$ cat config.mk
export PLATFORM = sky130hd
export DESIGN_NAME = prog_clock_divider_flat
export DESIGN_NICKNAME = d
export VERILOG_FILES = /design/src/rtl/prog_clock_divider_if.sv /design/src/rtl/prog_clock_divider.sv /design/src/flat_wrapper.sv
export SDC_FILE = /design/constraint.sdc
export NUM_CORES = 1
export LEC_CHECK = 0
export CORE_ASPECT_RATIO = 1.75
export CORE_MARGIN = 3
export CORE_UTILIZATION = 50
export CTS_CLUSTER_DIAMETER = 100
export DETAILED_ROUTE_END_ITERATION = 8
export PLACE_DENSITY = 0.64
export SYNTH_ARGS = -nofsm -noshare
export SYNTH_HDL_FRONTEND = slang
export SYNTH_SLANG_ARGS = --single-unit
export TNS_END_PERCENT = 10
$ cat constraint.sdc
create_clock -name InputCLK -period 14.6 [get_ports InputCLK]
set_input_delay 2.92 -clock InputCLK [delete_from_list [all_inputs] [get_ports InputCLK]]
set_output_delay 2.92 -clock InputCLK [all_outputs]
set_load 0.02 [all_outputs]
$ cat src/rtl/prog_clock_divider_if.sv
// Configuration/control bundle for the multi-channel clock divider.
// The design side uses the slave modport; the bench or host drives through the master modport.
interface prog_clock_divider_if #(
   parameter int NUM_CH = 4,
   parameter int CH_W   = 2,
   parameter int CNT_W  = 16
);
   // cfg_we is a one-cycle valid with no ready; it is always consumed on the edge it is seen.
   // The outcome is visible on the following cycle: either cfg_err pulses or pending[ch] rises.
   logic [NUM_CH-1:0] en;
   logic              cfg_we;
   logic [CH_W-1:0]   cfg_ch;
   logic [CNT_W-1:0]  cfg_div;
   logic [CNT_W-1:0]  cfg_high;
   logic              cfg_err;
   logic [NUM_CH-1:0] pending;
   logic [NUM_CH-1:0] OutputCLK;
   logic [NUM_CH-1:0] tick;

   modport master (
      output en, cfg_we, cfg_ch, cfg_div, cfg_high,
      input  cfg_err, pending, OutputCLK, tick
   );

   modport slave (
      input  en, cfg_we, cfg_ch, cfg_div, cfg_high,
      output cfg_err, pending, OutputCLK, tick
   );
endinterface

$ cat src/rtl/prog_clock_divider.sv
// Multi-channel programmable clock divider with period-start ticks and a shadow
// config per channel that is applied only at period boundaries (or while disabled).
module prog_clock_divider #(
   parameter int NUM_CH       = 4,
   parameter int CH_W         = 2,
   parameter int CNT_W        = 16,
   parameter int DEFAULT_DIV  = 10,
   parameter int DEFAULT_HIGH = 5
) (
   input  logic               InputCLK,
   input  logic               rst,
   prog_clock_divider_if.slave bus
);

   localparam logic [CNT_W-1:0] DEF_DIV  = CNT_W'(DEFAULT_DIV);
   localparam logic [CNT_W-1:0] DEF_HIGH = CNT_W'(DEFAULT_HIGH);

   logic              wr_ok;
   logic              cfg_err_q, cfg_err_d;
   logic [NUM_CH-1:0] pending_vec;
   logic [NUM_CH-1:0] out_vec;
   logic [NUM_CH-1:0] tick_vec;

   // Validation guarantees HIGH < DIV, so DIV-HIGH can never underflow downstream.
   always_comb begin
      wr_ok = (32'(bus.cfg_ch) < 32'(NUM_CH)) &&
              (bus.cfg_div >= CNT_W'(2)) &&
              (bus.cfg_high != '0) &&
              (bus.cfg_high < bus.cfg_div);
      cfg_err_d = bus.cfg_we && !wr_ok;
   end

   always_ff @(posedge InputCLK or posedge rst) begin
      if (rst) cfg_err_q <= 1'b0;
      else     cfg_err_q <= cfg_err_d;
   end

   for (genvar i = 0; i < NUM_CH; i++) begin : g_ch
      logic [CNT_W-1:0] count_q, count_d;
      logic [CNT_W-1:0] act_div_q, act_div_d;
      logic [CNT_W-1:0] act_high_q, act_high_d;
      logic [CNT_W-1:0] sh_div_q, sh_div_d;
      logic [CNT_W-1:0] sh_high_q, sh_high_d;
      logic             pending_q, pending_d;
      logic             out_q, out_d;
      logic             tick_q, tick_d;
      logic             wr_hit;
      logic             wrap;
      logic             apply;

      always_comb begin
         wr_hit     = bus.cfg_we && wr_ok && (32'(bus.cfg_ch) == i);
         wrap       = bus.en[i] && (count_q == act_div_q - CNT_W'(1));
         apply      = pending_q && (wrap || !bus.en[i]);

         act_div_d  = act_div_q;
         act_high_d = act_high_q;
         if (apply) begin
            act_div_d  = sh_div_q;
            act_high_d = sh_high_q;
         end

         // A write coinciding with an apply lands in the shadow and stays pending.
         sh_div_d   = sh_div_q;
         sh_high_d  = sh_high_q;
         pending_d  = pending_q && !apply;
         if (wr_hit) begin
            sh_div_d  = bus.cfg_div;
            sh_high_d = bus.cfg_high;
            pending_d = 1'b1;
         end

         if (!bus.en[i] || wrap) count_d = '0;
         else                    count_d = count_q + CNT_W'(1);

         // Output level uses the config in force for the cycle being entered.
         out_d  = bus.en[i] && (count_d >= (act_div_d - act_high_d));
         tick_d = wrap;
      end

      always_ff @(posedge InputCLK or posedge rst) begin
         if (rst) begin
            count_q    <= '0;
            act_div_q  <= DEF_DIV;
            act_high_q <= DEF_HIGH;
            sh_div_q   <= DEF_DIV;
            sh_high_q  <= DEF_HIGH;
            pending_q  <= 1'b0;
            out_q      <= 1'b0;
            tick_q     <= 1'b0;
         end else begin
            count_q    <= count_d;
            act_div_q  <= act_div_d;
            act_high_q <= act_high_d;
            sh_div_q   <= sh_div_d;
            sh_high_q  <= sh_high_d;
            pending_q  <= pending_d;
            out_q      <= out_d;
            tick_q     <= tick_d;
         end
      end

      assign pending_vec[i] = pending_q;
      assign out_vec[i]     = out_q;
      assign tick_vec[i]    = tick_q;
   end

   assign bus.cfg_err   = cfg_err_q;
   assign bus.pending   = pending_vec;
   assign bus.OutputCLK = out_vec;
   assign bus.tick      = tick_vec;

endmodule

$ cat src/flat_wrapper.sv
// flat-port wrapper written by rule: the top's interface ports become plain ports
module prog_clock_divider_flat 
#(
   parameter int NUM_CH       = 4,
   parameter int CH_W         = 2,
   parameter int CNT_W        = 16,
   parameter int DEFAULT_DIV  = 10,
   parameter int DEFAULT_HIGH = 5
)
  (InputCLK, rst, bus_en, bus_cfg_we, bus_cfg_ch, bus_cfg_div, bus_cfg_high, bus_cfg_err, bus_pending, bus_OutputCLK, bus_tick);
  prog_clock_divider_if #(.NUM_CH(NUM_CH), .CH_W(CH_W), .CNT_W(CNT_W)) bus_i ();
  input  logic InputCLK;
  input  logic rst;
  input wire logic [$bits(bus_i.en)-1:0] bus_en;
  input wire logic [$bits(bus_i.cfg_we)-1:0] bus_cfg_we;
  input wire logic [$bits(bus_i.cfg_ch)-1:0] bus_cfg_ch;
  input wire logic [$bits(bus_i.cfg_div)-1:0] bus_cfg_div;
  input wire logic [$bits(bus_i.cfg_high)-1:0] bus_cfg_high;
  output wire logic [$bits(bus_i.cfg_err)-1:0] bus_cfg_err;
  output wire logic [$bits(bus_i.pending)-1:0] bus_pending;
  output wire logic [$bits(bus_i.OutputCLK)-1:0] bus_OutputCLK;
  output wire logic [$bits(bus_i.tick)-1:0] bus_tick;
  assign bus_i.en = bus_en;
  assign bus_i.cfg_we = bus_cfg_we;
  assign bus_i.cfg_ch = bus_cfg_ch;
  assign bus_i.cfg_div = bus_cfg_div;
  assign bus_i.cfg_high = bus_cfg_high;
  assign bus_cfg_err = bus_i.cfg_err;
  assign bus_pending = bus_i.pending;
  assign bus_OutputCLK = bus_i.OutputCLK;
  assign bus_tick = bus_i.tick;
  prog_clock_divider #(.NUM_CH(NUM_CH), .CH_W(CH_W), .CNT_W(CNT_W), .DEFAULT_DIV(DEFAULT_DIV), .DEFAULT_HIGH(DEFAULT_HIGH)) u_core (.InputCLK(InputCLK), .rst(rst), .bus(bus_i));
endmodule
-- Word-level counts from Yosys, hierarchy flattened
Cells that the tools add are included.
- bits in registers: 333
- logic and storage cells: 113
- output and inout bits: 13
- bits of input ports: 41
- order comparisons: 6
- reduce and logical (&&, ||, !) cells: 39
- muxes and demuxes: 16
- $add $sub $neg: 12
- eq/ne operators: 7
- operators with widths (operator ; count):
    2-to-1 mux 16 bit ; 12
    adder 16 x 1 -> 16 bit, second input constant ; 4
    == test 16 bit ; 4
    >= comparator 16 bit ; 4
    subtractor 16 x 1 -> 16 bit, second input constant ; 4
    subtractor 16 bit ; 4
    logical AND 1 bit ; 24
    >= comparator 16 x 2 -> 1 bit, second input constant ; 1
    < comparator 16 bit ; 1
    nonzero test 16 bit ; 1
    zero test 1 bit ; 9
    == test 2 bit, second input constant ; 2
    logical OR 1 bit ; 4
    2-to-1 mux 1 bit ; 4
    == test 2 x 1 -> 1 bit, second input constant ; 1
    zero test 2 bit ; 1

-- Depth between registers and ports, before layout
Gate-level depths: netlist of the first run.
- word-level depth: 9
- depth in mapped cells: 33
- gate-level depth less buffers: 30

-- Worst setup path before layout of the first run
Ideal clock, no wire load.
- path kind: input to register
- start point: input port bus_en[3]
- end point: register u_core.g_ch[3].out_q
- arrival time: 7097 ps
- cell stages on the path: 22
- slack: 7381 ps
- path buffers: 3
- setup time: 121 ps
- required time: 14479 ps
- cells stage by stage: o31ai_2 -> buf_2 -> nand2_1 -> buf_2 -> buf_2 -> mux2i_1 -> ha_1 -> nor2b_1 -> o21ai_0 -> a21oi_1 -> nor2_1 -> maj3_1 -> maj3_1 -> a211oi_2 -> nor4b_1 -> o41ai_1 -> a21oi_1 -> xor2_1 -> ha_1 -> a2111oi_0 -> o21ai_0 -> o2bb2ai_1
- longest elaborated chain between the ends: 7
- elaborated cells on any way between the ends: 10
- those cells by class: 1 x add/sub; 1 x order compare; 3 x mux; 5 x reduce/logical
- RTL lines (element ; RTL line ; source):
    start, declared ; flat_wrapper.sv:14 ; input wire logic [$bits(bus_i.en)-1:0] bus_en;
    logical AND 1 bit / zero test 1 bit (equally long branches) ; prog_clock_divider.sv:53, prog_clock_divider.sv:54, prog_clock_divider.sv:73 ;
    logical OR 1 bit ; prog_clock_divider.sv:54, prog_clock_divider.sv:73 ;
    logical AND 1 bit ; prog_clock_divider.sv:54 ; apply = pending_q && (wrap || !bus.en[i]);
    2-to-1 mux 16 bit ; prog_clock_divider.sv:58 ; if (apply) begin
    subtractor 16 bit ; prog_clock_divider.sv:77 ; out_d = bus.en[i] && (count_d >= (act_div_d - act_high_d));
    >= comparator 16 bit ; prog_clock_divider.sv:77 ;
    logical AND 1 bit * ; prog_clock_divider.sv:77 ;
    via u_core.g_ch[3].out_d ; prog_clock_divider.sv:45 ; logic out_q, out_d;
    end signal, assigned ; prog_clock_divider.sv:98 ; out_q <= out_d;
    end, declared ; prog_clock_divider.sv:45 ;
Mark *: on every way through the listed nets, which the timed path passes. The rest lies on a longest branch.
A chain may end at the register's enable or synchronous reset.

-- Worst setup path in the final report of the first run
- start point: input port bus_en[3]
- end point: register u_core.g_ch[3].out_q
- longest elaborated chain between the ends: 7
- elaborated cells on any way between the ends: 10
- those cells by class: 1 x add/sub; 1 x order compare; 3 x mux; 5 x reduce/logical
- RTL lines (element ; RTL line ; source):
    logical AND 1 bit / zero test 1 bit (equally long branches) ; prog_clock_divider.sv:53, prog_clock_divider.sv:54 ;
    logical OR 1 bit * ; prog_clock_divider.sv:54 ;
    logical AND 1 bit * ; prog_clock_divider.sv:54 ;
    2-to-1 mux 16 bit * ; prog_clock_divider.sv:58 ;
    via u_core.g_ch[3].act_div_d[1] ; prog_clock_divider.sv:40 ; logic [CNT_W-1:0] act_div_q, act_div_d;
    subtractor 16 bit * ; prog_clock_divider.sv:77 ;
    >= comparator 16 bit * ; prog_clock_divider.sv:77 ;
    logical AND 1 bit * ; prog_clock_divider.sv:77 ;
    via u_core.g_ch[3].out_d ; prog_clock_divider.sv:45 ;
Marked as above.

==> results of run 1 <==
## worst reg2reg max path: cells and delay by family (launching register included)
kind | cells | cell delay, ns
compound gates | 14 | 2.83
xor+xnor | 1 | 0.20
fa+ha+maj | 3 | 0.92
buf+inv | 2 | 0.50
flops | 1 | 0.43
mux | 1 | 0.31
simple gates | 8 | 2.17
## final timing paths
kind | start | to | slack [ns] | cells past startpoint
min in group asynchronous | rst | u_core.g_ch[0].act_high_q[1]$_DFF_PP0_ | 2.95 | 2
max | bus_en[3] | u_core.g_ch[3].out_q$_DFF_PP0_ | 6.71 | 23
max in group asynchronous | rst | u_core.g_ch[3].count_q[6]$_DFF_PP0_ | 9.33 | 4
min | u_core.g_ch[2].sh_div_q[6]$_DFFE_PP0P_ | u_core.g_ch[2].sh_div_q[6]$_DFFE_PP0P_ | 0.48 | 2
min reg2reg | u_core.g_ch[2].sh_div_q[6]$_DFFE_PP0P_ | u_core.g_ch[2].sh_div_q[6]$_DFFE_PP0P_ | 0.48 | 2
max reg2reg | u_core.g_ch[0].act_div_q[2]$_DFF_PP0_ | u_core.g_ch[0].out_q$_DFF_PP0_ | 7.12 | 29
## cell type report
cell class / instances / area (µm²) / share of cell area (%)
clock buffers: 39 / 855.8 / 3.920
clock inverters: 17 / 301.5 / 1.381
inverters: 137 / 521.8 / 2.390
multi-input cells: 1373 / 10520 / 48.20
flip-flops and latches: 333 / 8373 / 38.35
well taps: 485 / 606.8 / 2.780
repair buffers: 69 / 650.6 / 2.980
## per-stage QoR
stage,cells,setup slack [ns]
after detailed placement,2397,6.291
final,2453,6.714
after global placement,2397,6.391
after CTS,2453,6.828
after global routing,2453,6.167
after floorplan,1904,2.508
## kinds of logic (layout without fill, tap and decap cells)
kind of cell / count (synthesis) / in the layout
multiplexers: 216 / 216
AND/OR/NAND/NOR: 534 / 534
XOR/XNOR: 191 / 191
AO/OA/AOI/OAI: 274 / 274
adder cells (fa/ha/maj): 158 / 158
buffers and inverters: 198 / 262
flip-flops: 333 / 333
## per-layer routing
layer / vias to the layer above / part of all wire (%)
met4: 0 / 4.2
met5: - / 0
li1: 6714 / -
met2: 219 / 55
met3: 111 / 2.4
met1: 6822 / 39
## registers in the layout, indices dropped and copies added, names as in the netlist, named ones only
name and flops:
u_core.g_ch.act_div_q 62, u_core.bus.cfg_err 1, u_core.g_ch.tick_q 4, u_core.g_ch.count_q 64, u_core.g_ch.out_q 4, u_core.g_ch.pending_q 4
u_core.g_ch.act_high_q 64, u_core.g_ch.sh_high_q 64, u_core.g_ch.sh_div_q 64
## synth_stat cells (5+ instances only)
cell         n
nand3_1     61
a211oi_1     9
or2_2        9
a21o_1      47
a31oi_1      9
nand2_1    141
xor2_1      82
nand4_1     15
dfstp_2     32
and3_1      19
and2_1       8
a21boi_0     7
nand2b_1    19
nor4_1      22
or3_1       16
inv_1      136
xnor2_1    106
clkbuf_1    32
mux2_1      49
buf_2       13
or4_1        6
a2111oi_0    5
buf_4       12
nor2_1     137
maj3_1      10
ha_1       144
nor3_1      35
mux2i_1     63
nor3b_1      6
o21ai_0     74
nor2b_1     15
mux2_2     104
o21ai_1     10
dfrtp_1    301
a21oi_1     58
## where the power goes
| group | switching [mW] | internal [mW] | leakage, nW |
|---|---|---|---|
| combinational | 1.26 | 1.07 | 5.78 |
| sequential | 0.230 | 1.22 | 4.12 |
| clock | 0.359 | 0.556 | 0.563 |
==> qor.csv, run 1 <==
metric;value;unit
syn_nets;2093;
synthAdderAreaFrac;10.07;%
antenna_found_initial;0;
muxShareOfSynthArea;11.96;%
rows;95;
async_flop_share;100.0;%
startpoint_type;input port;
power.leakage;10.46;nW
cts_tree;built;
ios;54;
synth_area_per_cell;10.33;µm²
fmax;126.8;MHz
postPlaceCellArea;20670;µm²
cpPeakStageDelay;0.58;ns
rsz0062_at_grt;no;
cts_buffers;30;
area_delta_synth_final;10.98;%
ctsHoldBuffers;0;
h-tree-depth;1;
tns;0;ns
nets;2133;
finClkSkew;0.01104;ns
critPathCaptureType;flip-flop;
crit_type;input port to flip-flop;
vias_per_cell;5.653;
synthXorXnorAreaFrac;8.720;%
timing.critical_path.buf_inv;3;
total_power;4.696;mW
yosysTopAreaCell;dfrtp_1;
worstMarginPinSlew;1.275;ns
syn-cell-area;19670;µm²
grt_overflow;0;
diodes;0;
yosys.area.top_type_share;38.29;%
yosysSeqAreaShare;42.56;%
vias;13866;
cpMostUsedCell;o21ai_0;
dr.pass1.iters;5;
dieArea;41860;µm²
final_core_util;56.52;%
synth_compound_area_share;9.197;%
outcome;completed;
vdd_drop_max;0.1460;mV
clk_latency;0.56;ns
use_met1;26.34;%
critical_path.slowest_cell;clkdlybuf4s50_1;
layout_common_cells;dfrtp_1 (301), ha_1 (144), nand2_1 (141);
clock-sinks;333;
stdcell_area;21830;µm²
initialDrtViolationCount;691;
clockBufferDepth;3;
ctsResizeCount;0;
drt-total-wl;48190;µm
required;15.05;ns
layout.cells.most_common;dfrtp_1;
drive_gt1_share;11.79;%
grt_max_degree;135;
path_delay_family;compound AO/OA/AOI/OAI gates;
cts_root_buffer;clkbuf_16;
cp_max_fo;32;
yosysUniqueCellTypes;82;
synth_edf_count;0;
postRouteAntennaNets;0;
die_y;268.4;µm
min_period;7.886;ns
busiest_layer;met2;
max_cap_viol_count;0;
powerDensity;215.1;nW/µm²
fin_crit_sh;54.01;%
fillCellCount;3290;
io_buffer_count;53;
start_util;50.92;%
synth_ff_type;dfrtp_1;
gp_congestion;0.8765;
synth_top_family_by_area;simple AND/OR/NAND/NOR gates;
hold_violations;0;
yosys_warnings;0;
min_path_type;flip-flop to flip-flop;
synthTopCellsByArea;dfrtp_1 (38%), ha_1 (9.2%), mux2_2 (6.0%), xnor2_1 (4.7%), dfstp_2 (4.3%);
synth-simple-area-share;13.36;%
remaining_drc_errors;0;
synth_cells;1904;
ys_ff_latch;333;
grt_pass1_wl;77360;µm
grt_pass1_vias;14539;
grt_use_met2;44.60;%
grtUsageTotal;23.28;%
clk_pin_slew;0.07;ns
path_cells;clkdlybuf4s50_1 > o31ai_2 > nand2_1 > buf_4 > inv_1 > nand2_1 > o21ai_0 > ha_1 > nor2b_1 > o21ai_0 > a21oi_1 > nor2_1 > maj3_1 > maj3_1 > a211oi_2 > nor4b_1 > o41ai_1 > a21oi_1 > xor2_1 > ha_1 > a2111oi_0 > o21ai_0 > o2bb2ai_1;
timing.slew.headroom;14.47;%
use_met3;1.917;%
whs;0.4835;ns
dieWidth;155.9;µm
post-dp-hpwl;36500;µm
setup_viol;0;
slew_violations;0;
arrival;8.33;ns
cts_setup_buffers;0;
wl_per_cell;19.64;µm
core;38630;µm²
No activity file was read; power rests on OpenSTA's default activity.
==> run 2: changes to the inputs <==
Clock period 14.6 ns to 7.83 ns, I/O delays scaled along.
==> qor.csv, run 2 (synthesized netlist as in run 1, its figures left out) <==
metric;value;unit
dieArea;41860;µm²
timing.slew.headroom;18.77;%
diodes;0;
slew_violations;0;
cts_buffers;34;
max_cap_viol_count;0;
vias_per_cell;5.707;
h-tree-depth;2;
stdcell_area;21880;µm²
cp_max_fo;33;
layout_common_cells;dfrtp_1 (301), ha_1 (144), nand2_1 (141);
grt_pass1_wl;77710;µm
io_buffer_count;53;
die_y;268.4;µm
fmax;143.2;MHz
critPathCaptureType;flip-flop;
ctsResizeCount;0;
grt_pass1_vias;14705;
crit_type;flip-flop to flip-flop;
nets;2136;
worstMarginPinSlew;1.218;ns
final_core_util;56.64;%
fillCellCount;3311;
ios;54;
cts_root_buffer;clkbuf_16;
hold_violations;0;
layout.cells.most_common;dfrtp_1;
postPlaceCellArea;20680;µm²
outcome;completed;
total_power;8.833;mW
clock-sinks;333;
initialDrtViolationCount;852;
required;8.28;ns
drive_gt1_share;11.61;%
cts_setup_buffers;0;
drt-total-wl;48170;µm
power.leakage;10.47;nW
vias;14029;
min_period;6.984;ns
gp_congestion;0.8946;
arrival;7.43;ns
grtUsageTotal;23.45;%
clk_pin_slew;0.06;ns
ctsHoldBuffers;0;
tns;0;ns
fin_crit_sh;89.20;%
min_path_type;flip-flop to flip-flop;
vdd_drop_max;0.3257;mV
finClkSkew;0.01440;ns
whs;0.4770;ns
start_util;50.92;%
setup_viol;0;
rows;95;
powerDensity;403.7;nW/µm²
grt_overflow;0;
area_delta_synth_final;11.23;%
dr.pass1.iters;7;
remaining_drc_errors;0;
antenna_found_initial;0;
wl_per_cell;19.60;µm
grt_max_degree;164;
rsz0062_at_grt;no;
postRouteAntennaNets;0;
clockBufferDepth;3;
post-dp-hpwl;36160;µm
core;38630;µm²
startpoint_type;flip-flop;
cts_tree;built;
dieWidth;155.9;µm
clk_latency;0.53;ns
==> run 2: final timing paths <==
path | from | slack (ns) | endpoint | cells past startpoint
min reg2reg | u_core.g_ch[3].act_high_q[0]$_DFF_PP1_ | 0.48 | u_core.g_ch[3].act_high_q[0]$_DFF_PP1_ | 2
max in group asynchronous | rst | 4.87 | u_core.g_ch[0].act_high_q[14]$_DFF_PP0_ | 3
min | u_core.g_ch[3].act_high_q[0]$_DFF_PP1_ | 0.48 | u_core.g_ch[3].act_high_q[0]$_DFF_PP1_ | 2
max | u_core.g_ch[0].act_div_q[2]$_DFF_PP0_ | 0.85 | u_core.g_ch[0].out_q$_DFF_PP0_ | 26
min in group asynchronous | rst | 1.51 | u_core.g_ch[3].count_q[14]$_DFF_PP0_ | 2
max reg2reg | u_core.g_ch[0].act_div_q[2]$_DFF_PP0_ | 0.85 | u_core.g_ch[0].out_q$_DFF_PP0_ | 26
==> run 2: metrics by stage <==
step / setup WS [ns] / instances
after floorplan: 1.390 / 1904
after detailed placement: 0.9573 / 2396
after global placement: 0.9312 / 2396
after global routing: 0.06642 / 2458
after CTS: 0.8731 / 2458
final: 0.8459 / 2458
==> run 2: area by class of cell <==
| cell class | instances | area, µm² | area share, % |
|---|---|---|---|
| clock inverters | 11 | 196.4 | 0.8978 |
| multi-input cells | 1373 | 10520 | 48.09 |
| clock buffers | 51 | 1008 | 4.609 |
| repair buffers | 68 | 655.6 | 2.996 |
| inverters | 137 | 518.0 | 2.367 |
| well taps | 485 | 606.8 | 2.773 |
| flip-flops and latches | 333 | 8373 | 38.27 |
==> run 2: critical path: stages, from the launching register on <==
cell and delay [ns]:
dfrtp_1 0.42, or4_1 0.61, nor4_2 0.38, nand3_1 0.25, or3b_1 0.42, a311oi_1 0.27, o2111ai_1 0.27, nand2_1 0.17
nand2_1 0.06, buf_4 0.28, mux2_1 0.44, ha_1 0.28, nor2b_1 0.13, o21ai_0 0.23, a21boi_0 0.13, o21ai_0 0.30
a21oi_1 0.13, o21ai_0 0.22, a21oi_1 0.12, o41ai_1 0.39, o21ai_0 0.25, a31oi_1 0.25, xnor2_1 0.12, ha_1 0.30
nand4_1 0.10, nor3_1 0.20, o2bb2ai_1 0.13
==> run 2: power breakdown <==
part	leakage, nW	internal (mW)	switching, mW
clock network	0.583	1.06	0.702
registers	4.12	2.27	0.430
logic	5.77	2.00	2.37
total	10.5	5.33	3.50
==> run 2: routing by layer <==
metal	vias to the layer above	track usage (%)	routed length, µm
met3	121	2.578	1376
li1	6742	-	-
met4	0	9.484	2108
met1	6903	25.99	18360
met5	-	0	0
met2	263	45.02	26320
==> run 3: changes to the inputs <==
Settings changed: ABC_CLOCK_PERIOD_IN_PS set to 7830.
==> results of run 3 <==
Same layout as run 2: the final DEF is identical, and so are final timing and power.
